`src/rtl/qsp_seq_ctrl.sv`:
```
// rtl/qsp_seq_ctrl.sv - QSP scalar sequencer: PC, fetch, control-op execution and ALU issue gating
package qsp_seq_pkg;
    typedef enum logic [4:0] {
        OP_NOP       = 5'd0,
        OP_ADD_IMM   = 5'd1,
        OP_ADD_REG   = 5'd2,
        OP_SUB_IMM   = 5'd3,
        OP_SUB_REG   = 5'd4,
        OP_SHL_IMM   = 5'd5,
        OP_SHL_REG   = 5'd6,
        OP_SHR_IMM   = 5'd7,
        OP_SHR_REG   = 5'd8,
        OP_CMP_IMM   = 5'd9,
        OP_CMP_REG   = 5'd10,
        OP_MOV_IMM   = 5'd11,
        OP_MOV_REG   = 5'd12,
        OP_LCSET_IMM = 5'd13,
        OP_LCSET_REG = 5'd14,
        OP_LOOP      = 5'd15,
        OP_BRANCH    = 5'd16,
        OP_HALT      = 5'd17,
        OP_YIELD     = 5'd18
    } op_t;
endpackage

module qsp_seq_ctrl
    import qsp_seq_pkg::*;
#(
    parameter int                     PC_WIDTH   = 10,
    parameter int                     LC_WIDTH   = 18,
    parameter int                     DATA_WIDTH = 32,
    parameter logic [PC_WIDTH-1:0]    RESET_PC   = '0
) (
    input  logic                  clk,
    input  logic                  rst_n,
    input  logic                  start_i,
    input  logic [PC_WIDTH-1:0]   start_pc_i,
    input  logic                  resume_i,
    output logic                  imem_req_o,
    output logic [PC_WIDTH-1:0]   imem_addr_o,
    input  logic [31:0]           imem_rdata_i,
    output logic [31:0]           instr_o,
    input  op_t                   op_i,
    input  logic [DATA_WIDTH-1:0] imm_ext_i,
    input  logic                  illegal_i,
    input  logic [DATA_WIDTH-1:0] rs1_data_i,
    output logic                  issue_o,
    output logic [PC_WIDTH-1:0]   pc_o,
    output logic [LC_WIDTH-1:0]   loop_count_o,
    output logic                  busy_o,
    output logic                  halted_o,
    output logic                  yielded_o,
    output logic                  fault_o
);

    typedef enum logic [2:0] {
        S_IDLE    = 3'd0,
        S_FETCH   = 3'd1,
        S_EXEC    = 3'd2,
        S_HALTED  = 3'd3,
        S_YIELDED = 3'd4,
        S_FAULT   = 3'd5
    } state_t;

    state_t              r_state;
    logic [PC_WIDTH-1:0] r_pc;
    logic [LC_WIDTH-1:0] r_lc;

    logic                w_exec;
    logic                w_alu_op;
    logic [PC_WIDTH-1:0] w_pc_inc;
    logic [PC_WIDTH-1:0] w_pc_rel;
    logic                w_unused_imm;

    assign w_exec       = (r_state == S_EXEC);
    assign w_pc_inc     = r_pc + PC_WIDTH'(1);
    assign w_pc_rel     = r_pc + imm_ext_i[PC_WIDTH-1:0];
    assign w_unused_imm = ^imm_ext_i[DATA_WIDTH-1:LC_WIDTH];

    always_comb begin
        w_alu_op = 1'b0;
        case (op_i)
            OP_ADD_IMM, OP_ADD_REG, OP_SUB_IMM, OP_SUB_REG,
            OP_SHL_IMM, OP_SHL_REG, OP_SHR_IMM, OP_SHR_REG,
            OP_CMP_IMM, OP_CMP_REG, OP_MOV_IMM, OP_MOV_REG: w_alu_op = 1'b1;
            default:                                        w_alu_op = 1'b0;
        endcase
    end

    // Issue is purely a function of the EXEC state, so an async reset kills it instantly.
    assign issue_o      = w_exec && !illegal_i && w_alu_op;
    assign instr_o      = w_exec ? imem_rdata_i : 32'd0;
    assign imem_req_o   = (r_state == S_FETCH);
    assign imem_addr_o  = r_pc;
    assign pc_o         = r_pc;
    assign loop_count_o = r_lc;
    assign busy_o       = (r_state == S_FETCH) || w_exec;
    assign halted_o     = (r_state == S_HALTED);
    assign yielded_o    = (r_state == S_YIELDED);
    assign fault_o      = (r_state == S_FAULT);

    always_ff @(posedge clk or negedge rst_n) begin
        if (!rst_n) begin
            r_state <= S_IDLE;
            r_pc    <= RESET_PC;
            r_lc    <= '0;
        end else begin
            case (r_state)
                S_IDLE, S_HALTED, S_FAULT: begin
                    if (start_i) begin
                        r_pc    <= start_pc_i;
                        r_lc    <= '0;
                        r_state <= S_FETCH;
                    end
                end
                S_FETCH: r_state <= S_EXEC;
                S_EXEC: begin
                    if (illegal_i) begin
                        r_state <= S_FAULT;
                    end else begin
                        r_state <= S_FETCH;
                        r_pc    <= w_pc_inc;
                        case (op_i)
                            OP_LCSET_IMM: r_lc <= imm_ext_i[LC_WIDTH-1:0];
                            OP_LCSET_REG: r_lc <= rs1_data_i[LC_WIDTH-1:0];
                            OP_LOOP: begin
                                if (r_lc != '0) begin
                                    r_lc <= r_lc - LC_WIDTH'(1);
                                    r_pc <= w_pc_rel;
                                end
                            end
                            OP_BRANCH: begin
                                if (rs1_data_i != '0) r_pc <= w_pc_rel;
                            end
                            OP_HALT: begin
                                r_pc    <= r_pc;
                                r_state <= S_HALTED;
                            end
                            OP_YIELD: r_state <= S_YIELDED;
                            default: ;
                        endcase
                    end
                end
                S_YIELDED: begin
                    if (resume_i) r_state <= S_FETCH;
                end
                default: r_state <= S_IDLE;
            endcase
        end
    end

endmodule

```
`config.mk`:
```
export PLATFORM = sky130hd
export DESIGN_NAME = qsp_seq_ctrl
export DESIGN_NICKNAME = d
export VERILOG_FILES = /design/src/rtl/qsp_seq_ctrl.sv
export SDC_FILE = /design/constraint.sdc
export NUM_CORES = 1
export LEC_CHECK = 0
export BUFFER_PORTS_ARGS = -buffer_cell sky130_fd_sc_hd__buf_2
export CORE_ASPECT_RATIO = 0.6
export CORE_MARGIN = 2
export CORE_UTILIZATION = 46
export CTS_BUF_LIST = sky130_fd_sc_hd__clkbuf_8
export DETAILED_ROUTE_END_ITERATION = 8
export PLACE_DENSITY = 0.86
export SLEW_MARGIN = 30
export SYNTH_ARGS = -nofsm -noshare
export SYNTH_HDL_FRONTEND = slang
export SYNTH_SLANG_ARGS = --single-unit
```
`constraint.sdc`:
```
create_clock -name clk -period 5.18 [get_ports clk]
set_clock_uncertainty 0.1 [all_clocks]
set_input_delay 1.036 -clock clk [delete_from_list [all_inputs] [get_ports clk]]
set_output_delay 1.036 -clock clk [all_outputs]
set_load 0.03 [all_outputs]
```
# After elaboration in Yosys (flattened, before gate mapping)
# Memory sizes are Yosys's and may differ from the RTL's.
# Index checks and enable logic that the tools add are counted.
[totals]
elab_cells = 54
regBits = 31
output_inout_bits = 76
inputBits = 116
rom_bits = 16
memories = 1
[op_classes]
n_eq_ne = 17
add_sub_neg = 3
muxes = 18
n_reduce_logical = 12
[memory_table]
columns = ["name", "depth", "word_bits", "read_ports", "rd_clocked_by_memory_dff", "wr", "line", "rtl"]
rows = [
  ["(no name shown)", 16, 1, 1, 0, 0, "82", "case (op_i)"],
]
[ops]
columns = ["cell", "count"]
rows = [
  ["2-to-1 mux 18 bit", 3],
  ["case mux 18 bit (3 select lines)", 1],
  ["2-to-1 mux 10 bit", 4],
  ["case mux 18 bit (2 select lines)", 1],
  ["2-to-1 mux 32 bit", 1],
  ["nonzero test 32 bit", 1],
  ["case mux 10 bit (3 select lines)", 1],
  ["case mux 10 bit (2 select lines)", 1],
  ["nonzero test 18 bit", 1],
  ["subtractor 18 x 1 -> 18 bit (second input constant)", 1],
  ["== test 5 x 4 -> 1 bit (second input constant)", 3],
  ["== test 5 bit (second input constant)", 3],
  ["case mux 3 bit (4 select lines)", 1],
  ["adder 10 x 1 -> 10 bit (second input constant)", 1],
  ["adder 10 bit", 1],
  ["2-to-1 mux 3 bit", 3],
  ["!= test 2 bit (second input constant)", 4],
  ["== test 3 x 2 -> 1 bit (second input constant)", 2],
  ["== test 3 bit (second input constant)", 2],
  ["case mux 3 bit (2 select lines)", 1],
  ["AND reduction 5 bit", 1],
  ["!= test 4 x 1 -> 1 bit (second input constant)", 1],
  ["AND reduction 4 bit", 1],
  ["== test 3 x 1 -> 1 bit (second input constant)", 1],
  ["other kinds (9)", 10],
]

# Longest topological paths before layout
# Gate-level depths: netlist of the first run.
[logic_depth]
depth_word = 5
depth_mapped = 10
depth_no_buf = 10

# Worst setup path after synthesis of the first run
# OpenSTA, ideal clock, no wires.
[synth_timing]
path_kind = "input to output"
from = "input port op_i[0]"
to = "output port issue_o"
t_arrival_ns = 2.385
cell_stages = 4
path_buffers = 1
setup_slack_ns = 1.659
cell_sequence = "clkbuf_1 nor2_1 o21ai_0 nor4_1"
[synth_between]
elab_chain_cells = 3
[synth_lines]
columns = ["element", "line", "rtl"]
rows = [
  ["start, declared", "43", "input op_t op_i,"],
  ["memory (16 x 1 bit)", "-", ""],
  ["2-to-1 mux 1 bit", "82", ""],
  ["logical AND 1 bit", "91", "assign issue_o = w_exec && !illegal_i && w_alu_op;"],
  ["end, declared", "47", "output logic issue_o,"],
]
# No other way between the ends.

# Final worst setup path of the first run
# Same ends and word-level chain as after synthesis.

==> results.json, run 1 <==
{
  "synth-main-ff-cell": "dfrtp_1",
  "dr.pass1.iters": 8,
  "postCtsHoldBufs": 0,
  "finalWorstSetupSlack_ps": 1970,
  "crit_chain": "buf_2 -> nor2_1 -> o21ai_0 -> nor4_1 -> buf_2",
  "cp-start-kind": "input port",
  "total_power_uw": 2060,
  "min_period_ps": 3210,
  "htreeDepth": 2,
  "area_growth_pct": 32.3,
  "place_ws_ps": 1990,
  "rows": 22,
  "core-area_sq_um": 6250,
  "synth-edff-count": 0,
  "post-synth-top-area-cell": "dfrtp_1",
  "drt_iter0_markers": 476,
  "fin_crit_sh": 0.620,
  "p_int_uw": 932,
  "grt_max_degree": 42,
  "p_seq_frac": 0.210,
  "synth_cells": 406,
  "yosys_warnings": 0,
  "rsz0062_at_grt": "false",
  "yosysUniqueCellTypes": 56,
  "path_buf_inv": 2,
  "p_leak_uw": 0.00205,
  "outcome": "finished, final reports clean",
  "worst_ep_required_time_ps": 4040,
  "syn_nets": 535,
  "critPathKind": "input port to output port",
  "synth_most_common_cell": "nor2_1",
  "cts_tree": "built",
  "start_util": 0.486,
  "async_flop_share": 1.00,
  "gp_congestion": 0.992,
  "layout-drive-gt1-share": 0.348,
  "post-route-util": 0.643,
  "die_area_sq_um": 7290,
  "ir_drop_v": 0.000325,
  "overflow": 0,
  "use_met3": 0.0812,
  "drt-vias-per-instance": 5.86,
  "busiest_layer": "met2",
  "grt.total_usage": 0.288,
  "cts_buffers": 5,
  "maxSlewViolCount": 0,
  "max_cap_viol_count": 0,
  "timing.setup.tns_ps": 0,
  "ys_top_cells_by_count": "40 x nor2_1, 35 x nand2_1, 33 x and2_1, 31 x dfrtp_1, 26 x a21oi_1",
  "ant_nets": 0,
  "power_density_nw_per_um2": 513,
  "cts_resized": 0,
  "whs_ps": 420,
  "max_slew_margin": 0.436,
  "finalHoldViolCount": 0,
  "synth_area_sq_um": 3040,
  "synth_seq_cells": 31,
  "clk_pin_slew_ps": 80,
  "setup_viol": 0,
  "crit_family": "simple AND/OR/NAND/NOR gates",
  "io_pins": 192,
  "die_w_um": 109,
  "hp-class": "flop to flop",
  "diodes": 0,
  "swShare": 0.548,
  "io_buffers": 177,
  "antenna_found_initial": 0,
  "synth_top_area_share": 0.256,
  "drc_errors": 0,
  "power.share.combinational": 0.663,
  "cts_buffer_depth": 2,
  "synth_area_per_cell_sq_um": 7.48,
  "cp_max_fo": 16,
  "vias": 3789,
  "max_stage_delay_ps": 260,
  "routed_wl_mm": 10.7,
  "clock-sinks": 31,
  "power_frac_clock": 0.127,
  "dp_hpwl_mm": 8.41,
  "p_switching_uw": 1130,
  "nets": 691,
  "seq_area_frac_synth": 0.256,
  "cts_root_buf": "clkbuf_8",
  "wl_per_cell_um": 16.6,
  "grt_pass1_vias": 3300,
  "max_freq_mhz": 312,
  "grt_util_met2": 0.432,
  "worst_ep_arrival_time_ps": 2070,
  "crit_path_frequent_cell": "buf_2",
  "clkLatencyLatePin_ps": 290,
  "worst_slew_pin_slew_ps": 844,
  "grt_use_met1": 0.415,
  "die_y_um": 66.9,
  "critPathSlowestCell": "nor2_1",
  "endpoint_kind": "output port",
  "post-cts-setup-buffers": 0,
  "grt_pass1_wl_mm": 16.3,
  "synthTopCellsByArea": "dfrtp_1 26%, and2_1 6.8%, ha_1 4.9%"
}
==> layer usage <==
| layer | part of all wire | up-vias |
|---|---|---|
| met2 | 0.44 | 232 |
| met5 | 0 | - |
| met1 | 0.44 | 1749 |
| li1 | - | 1787 |
| met3 | 0.12 | 21 |
| met4 | 0.0080 | 0 |
==> placed cells by master, fill, tap and decap left out, types with 5 or more instances in the layout <==
master,netlist,layout
buf_2,4,177
nor2_1,40,39
nand2_1,35,35
and2_1,33,33
dfrtp_1,31,31
a21oi_1,26,26
o21ai_0,24,24
o21ai_1,22,22
nand3_1,16,16
nor3_1,13,13
inv_1,12,12
ha_1,12,12
nor4_1,10,10
xnor2_1,10,10
a222oi_1,8,8
nand2b_1,7,7
and3_1,6,6
clkbuf_8,0,6
nand4_1,5,5
xor2_1,5,5
a211oi_1,5,5
a221oi_1,5,5
==> logic make-up after synthesis <==
family,share of synthesized area
muxes,0.00989
adders and majority gates,0.0561
xor gates and xnor gates,0.0433
DFF,0.256
AOI/OAI and AO/OA,0.246
buffers and inverters,0.0660
and+or+nand+nor,0.323
==> worst min-delay path, delay by kind of cell, from the launching register on <==
family,cells,cell delay [ps]
AOI/OAI and AO/OA,1,60
and+or+nand+nor,1,50
DFF,1,370
==> final cells by class <==
| cell class | count | area [sq um] |
|---|---|---|
| repair buffers | 179 | 901 |
| clock inverters | 2 | 35.0 |
| inverters | 12 | 45.0 |
| multi-input cells | 333 | 2070 |
| fillers | 575 | 2230 |
| well taps | 84 | 105 |
| clock buffers | 6 | 82.6 |
| flip-flops and latches | 31 | 776 |
==> registers in the layout (all words and copies together) (netlist names) <==
register	count
loop_count_o	18
imem_addr_o	10
r_state	3
==> power by group through the flow <==
stage | clock [uW] | combinational [uW] | sequential (uW)
2_1_floorplan | 0 | 973 | 480
3_3_place_gp | 0 | 1300 | 430
3_5_place_dp | 0 | 1350 | 438
4_1_cts | 260 | 1350 | 432
5_1_grt | 272 | 1470 | 449
6_report | 263 | 1370 | 432
==> worst paths after layout <==
path	from	endpoint	slack, ps	depth (start not counted)
worst max register to register	r_state[1]	loop_count_o[11]	2280	8
worst max-delay path	op_i[0]	issue_o	1970	5
worst min-delay path	loop_count_o[15]	loop_count_o[15]	420	2
worst min register to register	loop_count_o[15]	loop_count_o[15]	420	2
min in group asynchronous	rst_n	loop_count_o[14]	700	1
max in group asynchronous	rst_n	r_state[1]	3800	1
==> per-stage QoR <==
step	instances	cell area [sq um]
floorplan	406	3040
global placement	639	3900
detailed placement	639	3900
CTS	647	4010
global route	647	4020
finish	647	4020
No activity file was read; power rests on OpenSTA's default activity.
==> run 2: changes to the inputs <==
--- a/config.mk
+++ b/config.mk
@@ -8,10 +8,10 @@
 export BUFFER_PORTS_ARGS = -buffer_cell sky130_fd_sc_hd__buf_2
 export CORE_ASPECT_RATIO = 0.6
 export CORE_MARGIN = 2
-export CORE_UTILIZATION = 46
+export CORE_UTILIZATION = 45
 export CTS_BUF_LIST = sky130_fd_sc_hd__clkbuf_8
 export DETAILED_ROUTE_END_ITERATION = 8
-export PLACE_DENSITY = 0.86
+export PLACE_DENSITY = 0.84
 export SLEW_MARGIN = 30
 export SYNTH_ARGS = -nofsm -noshare
 export SYNTH_HDL_FRONTEND = slang
==> constraint.sdc (replaced) <==
create_clock -name clk -period 3 [get_ports clk]
set_clock_uncertainty 0.1 [all_clocks]
set_input_delay 0.6 -clock clk [delete_from_list [all_inputs] [get_ports clk]]
set_output_delay 0.6 -clock clk [all_outputs]
set_load 0.03 [all_outputs]
==> run 2 against run 1 <==
Net effect:
- worst setup slack worse by 1600 ps
- largest power group unchanged
- wire length about the same
- largest cell class unchanged
- total power up 76%
- hold slack worse by 150 ps
- via count down 0.48%
- clock power up 70%
==> results.json, run 2 (synthesized netlist as in run 1, its figures left out) <==
{
  "timing.setup.tns_ps": 0,
  "maxSlewViolCount": 0,
  "max_freq_mhz": 383,
  "grt_pass1_vias": 3370,
  "critPathKind": "flop to flop",
  "overflow": 0,
  "crit_start": "loop_count_o[4]",
  "finalHoldViolCount": 0,
  "place_ws_ps": 371,
  "ir_drop_v": 0.000691,
  "rows": 23,
  "worst_slew_pin_slew_ps": 831,
  "core-area_sq_um": 6590,
  "cts_buffer_depth": 2,
  "cts_tree": "built",
  "dp_hpwl_mm": 8.37,
  "worst_ep_required_time_ps": 3120,
  "gp_congestion": 0.937,
  "cts_buffers": 5,
  "busiest_layer": "met2",
  "start_util": 0.461,
  "outcome": "finished, final reports clean",
  "drt-vias-per-instance": 5.72,
  "rr_worst_depth": 7,
  "largest_register_ffs": 18,
  "ant_nets": 0,
  "clkLatencyLatePin_ps": 290,
  "max_slew_margin": 0.444,
  "nets": 700,
  "routed_wl_mm": 10.7,
  "drc_errors": 0,
  "layout-drive-gt1-share": 0.357,
  "antenna_found_initial": 0,
  "worst_ep_arrival_time_ps": 2740,
  "io_pins": 192,
  "power_density_nw_per_um2": 888,
  "postCtsHoldBufs": 0,
  "grt_pass1_wl_mm": 16.5,
  "rsz0062_at_grt": "false",
  "dr.pass1.iters": 7,
  "io_buffers": 177,
  "die_w_um": 110,
  "timing.rr.start": "loop_count_o[4]",
  "grt_max_degree": 42,
  "cp-start-kind": "flop",
  "endpoint_kind": "flop",
  "grt_use_met1": 0.398,
  "use_met3": 0.0743,
  "post-cts-setup-buffers": 0,
  "max_cap_viol_count": 0,
  "area_growth_pct": 34.6,
  "layout_common_cells": "177 x buf_2, 40 x nor2_1, 35 x nand2_1",
  "htreeDepth": 2,
  "clock-sinks": 31,
  "n_fill_cell": 598,
  "diodes": 0,
  "worstSetupEndpoint": "imem_addr_o[6]",
  "vias": 3771,
  "reg2reg_to": "imem_addr_o[6]",
  "setup_viol": 0,
  "cts_root_buf": "clkbuf_8",
  "grt_util_met2": 0.441,
  "die_area_sq_um": 7440,
  "cts_resized": 0,
  "grt.total_usage": 0.284,
  "fin_crit_sh": 0.871,
  "die_y_um": 67.6,
  "wl_per_cell_um": 16.2,
  "hp-class": "input port to async pin",
  "layout_commonest_cell": "buf_2",
  "finalWorstSetupSlack_ps": 387,
  "p_leak_uw": 0.00210,
  "clk_pin_slew_ps": 80,
  "drt_iter0_markers": 357,
  "reg2reg_slack_ps": 390,
  "min_period_ps": 2610,
  "cp_max_fo": 17
}
==> run 2: cell count changes in the layout (fill, tap and decap cells not counted) <==
| cell | delta |
|---|---|
| nor2_2 | -1 |
| nor2_1 | +1 |
| buf_4 | +9 |
==> run 2: stage by stage <==
stage               power (uW)  utilization  hold WS, ps  instance area [sq um]  instances
global route              3860        0.620          338                   4090        659
finish                    3630        0.620          270                   4090        659
detailed placement        3140        0.602          425                   3970        651
global placement          3060        0.602          396                   3970        651
floorplan                 2510            -          204                   3040        406
CTS                       3600        0.620          291                   4090        659
==> run 2: power by group <==
| group | total (uW) | switching, uW | internal [uW] |
|---|---|---|---|
| registers | 702 | 180 | 522 |
| logic | 2480 | 1600 | 875 |
| clock network | 447 | 178 | 269 |
==> run 2: layer usage <==
metal	up-vias	part of all wire
met2	180	0.45
li1	1805	-
met3	16	0.098
met4	0	0.0088
met1	1770	0.44
met5	-	0
==> run 2: area by class of cell <==
type	instances	area [sq um]	area share
Multi-Input combinational cell	333	2070	0.507
Timing Repair Buffer	188	968	0.237
Sequential cell	31	776	0.190
Tap cell	87	109	0.0266
Clock buffer	6	82.6	0.0202
Inverter	12	45.0	0.0110
Clock inverter	2	35.0	0.00858
==> run 2: worst max-delay path: stages (launching register included) <==
cell and delay (ps):
dfrtp_1 490, nor4_4 530, nand3_1 200, or2_1 300, o2bb2ai_2 290, a21boi_1 210
a211o_1 280, a21oi_1 140
==> run 2: worst min path at each step <==
stage	cells after the start	start	end
3_3_place_gp	2	loop_count_o[15]	loop_count_o[15]
3_5_place_dp	2	loop_count_o[17]	loop_count_o[17]
4_1_cts	1	rst_n	imem_addr_o[3]
6_report	1	rst_n	imem_addr_o[3]
5_1_grt	1	rst_n	imem_addr_o[3]
2_1_floorplan	0	rst_n	imem_addr_o[0]
==> run 3: changes to the inputs <==
--- a/config.mk
+++ b/config.mk
@@ -5,10 +5,11 @@
 export SDC_FILE = /design/constraint.sdc
 export NUM_CORES = 1
 export LEC_CHECK = 0
+export ABC_AREA = 1
 export BUFFER_PORTS_ARGS = -buffer_cell sky130_fd_sc_hd__buf_2
 export CORE_ASPECT_RATIO = 0.6
 export CORE_MARGIN = 2
-export CORE_UTILIZATION = 45
+export CORE_UTILIZATION = 47
 export CTS_BUF_LIST = sky130_fd_sc_hd__clkbuf_8
 export DETAILED_ROUTE_END_ITERATION = 8
 export PLACE_DENSITY = 0.84
==> run 3 against run 2 <==
Net effect:
- first-iteration DRC count fell by 20%
- sequential power rose by 23%
- hold slack improved by 14 ps
- fmax is 4.2% higher
- die area up 9.0%
- highest routed layer unchanged
==> results.json, run 3 <==
{
  "grt_max_degree": 42,
  "min_period_ps": 2510,
  "ant_nets": 0,
  "synthTopCellsByArea": "dfrtp_1 22%, nand2_1 19%, inv_1 9.7%",
  "rsz0062_at_grt": "false",
  "synth-edff-count": 0,
  "dpl-instance-area_sq_um": 4330,
  "diodes": 0,
  "ys_top_cells_by_count": "175 x nand2_1, 90 x inv_1, 78 x nor2_1, 54 x nand3_1, 31 x dfrtp_1",
  "synth_top_area_share": 0.224,
  "drt_iter0_markers": 285,
  "max_cap_viol_count": 0,
  "postCtsHoldBufs": 0,
  "synth_area_per_cell_sq_um": 5.93,
  "cts_root_buf": "clkbuf_8",
  "synth_seq_cells": 31,
  "seq_area_frac_synth": 0.224,
  "cp_max_fo": 41,
  "cp-start-kind": "flop",
  "clkLatencyLatePin_ps": 290,
  "outcome": "finished, final reports clean",
  "rows": 24,
  "dp.cells": 832,
  "overflow": 0,
  "worst_ep_arrival_time_ps": 1810,
  "yosys_warnings": 0,
  "post-cts-setup-buffers": 0,
  "start_util": 0.482,
  "hp-class": "input port to async pin",
  "gp_congestion": 0.905,
  "antenna_found_initial": 0,
  "timing.setup.tns_ps": 0,
  "die_area_sq_um": 8110,
  "max_freq_mhz": 399,
  "drt-vias-per-instance": 5.14,
  "yosysUniqueCellTypes": 40,
  "htreeDepth": 2,
  "clk_pin_slew_ps": 70,
  "maxSlewViolCount": 0,
  "wl_per_cell_um": 13.1,
  "finalInstanceArea_sq_um": 4430,
  "clock-sinks": 31,
  "grt_pass1_wl_mm": 18.1,
  "power_density_nw_per_um2": 1020,
  "layout_common_cells": "177 x buf_2, 175 x nand2_1, 91 x inv_1",
  "regArea_sq_um": 776,
  "met2_length_mm": 4.89,
  "detail_route.wirelength.met1_mm": 5.01,
  "largest_register_ffs": 18,
  "area_growth_pct": 27.6,
  "dp_hpwl_mm": 8.53,
  "drc_errors": 0,
  "die_y_um": 70.6,
  "cts_buffers": 5,
  "grt.total_usage": 0.273,
  "async_flop_share": 1.00,
  "fin_crit_sh": 0.836,
  "layout-drive-gt1-share": 0.299,
  "syn_nets": 714,
  "n_fill_cell": 680,
  "critPathKind": "flop to output port",
  "multi_input_area_sq_um": 2180,
  "grt_pass1_vias": 3978,
  "worst_slew_pin_slew_ps": 789,
  "synth-main-ff-cell": "dfrtp_1",
  "vias": 4319,
  "nets": 877,
  "p_leak_uw": 0.00273,
  "top_layer": "met4",
  "finalHoldViolCount": 0,
  "worst_ep_required_time_ps": 2300,
  "route.met3.wl_um": 942,
  "rr_worst_depth": 14,
  "synth_area_sq_um": 3470,
  "routed_wl_mm": 11.0,
  "synth_most_common_cell": "nand2_1",
  "core-area_sq_um": 7210,
  "post-synth-top-area-cell": "dfrtp_1",
  "io_pins": 192,
  "die_w_um": 115,
  "synth_cells": 585,
  "cts_tree": "built",
  "io_buffers": 177,
  "ir_drop_v": 0.000569,
  "endpoint_kind": "output port",
  "dr.pass1.iters": 5,
  "setup_viol": 0,
  "layout_commonest_cell": "buf_2",
  "final_cells": 840,
  "cts_resized": 0,
  "max_slew_margin": 0.473,
  "cts_buffer_depth": 2
}
## run 3: changes by cell type in the layout (fill, tap and decap cells not counted), sizes merged, moves of 21 or more
cell | previous run | this run
nor2 | 40 | 87
inv | 12 | 95
nand2 | 35 | 191
o21ai | 46 | 25
nand3 | 16 | 58
and2 | 33 | 0
## run 3: cell type report
cell class / instances / area share
repair buffers: 179 / 0.203
clock inverters: 1 / 0.000847
well taps: 91 / 0.0257
inverters: 94 / 0.0802
multi-input cells: 437 / 0.493
clock buffers: 7 / 0.0218
flip-flops and latches: 31 / 0.175
## run 3: worst paths after layout
| kind | startpoint | to | slack, ps |
|---|---|---|---|
| max in group asynchronous | rst_n | loop_count_o[16] | 2030 |
| worst max-delay path | r_state[2] | instr_o[24] | 490 |
| min in group clk | loop_count_o[14] | loop_count_o[14] | 450 |
| worst min register to register | loop_count_o[14] | loop_count_o[14] | 450 |
| worst max register to register | imem_addr_o[0] | imem_addr_o[8] | 640 |
| worst min-delay path | rst_n | imem_addr_o[8] | 280 |
## run 3: routing by layer
metal  global-route usage  vias up
met1                0.388     1933
met4               0.0830        0
met5                    0        -
met2                0.431      232
met3               0.0411       21
li1                     -     2133
## run 3: logic make-up (layout without fill, tap and decap cells)
kind of cell | Yosys count | count (layout) | synth area share
AOI/OAI and AO/OA | 57 | 57 | 0.0908
xor gates and xnor gates | 11 | 11 | 0.0278
adders and majority gates | 13 | 13 | 0.0490
buffers and inverters | 117 | 281 | 0.147
DFF | 31 | 31 | 0.224
and+or+nand+nor | 356 | 356 | 0.461
## run 3: where the power goes
part | leakage (uW) | internal (uW) | switching, uW
Combinational | 0.00227 | 1010 | 2280
Clock | 0.0000557 | 206 | 177
Sequential | 0.000404 | 582 | 281
Total | 0.00273 | 1790 | 2740
## run 3: through the flow
stage	util	hold WS [ps]	power, uW	setup WS [ps]
after floorplan	-	204	3390	660
after global placement	0.601	416	3970	530
after detailed placement	0.601	422	4090	495
after CTS	0.615	306	4480	506
after global routing	0.615	342	4920	365
final	0.615	284	4530	493
## run 3: critical path: stages, from the launching register on
cell and delay (ps):
dfrtp_1 430, inv_1 180, nand3_4 200, buf_4 320, nor2_1 160, buf_2 220
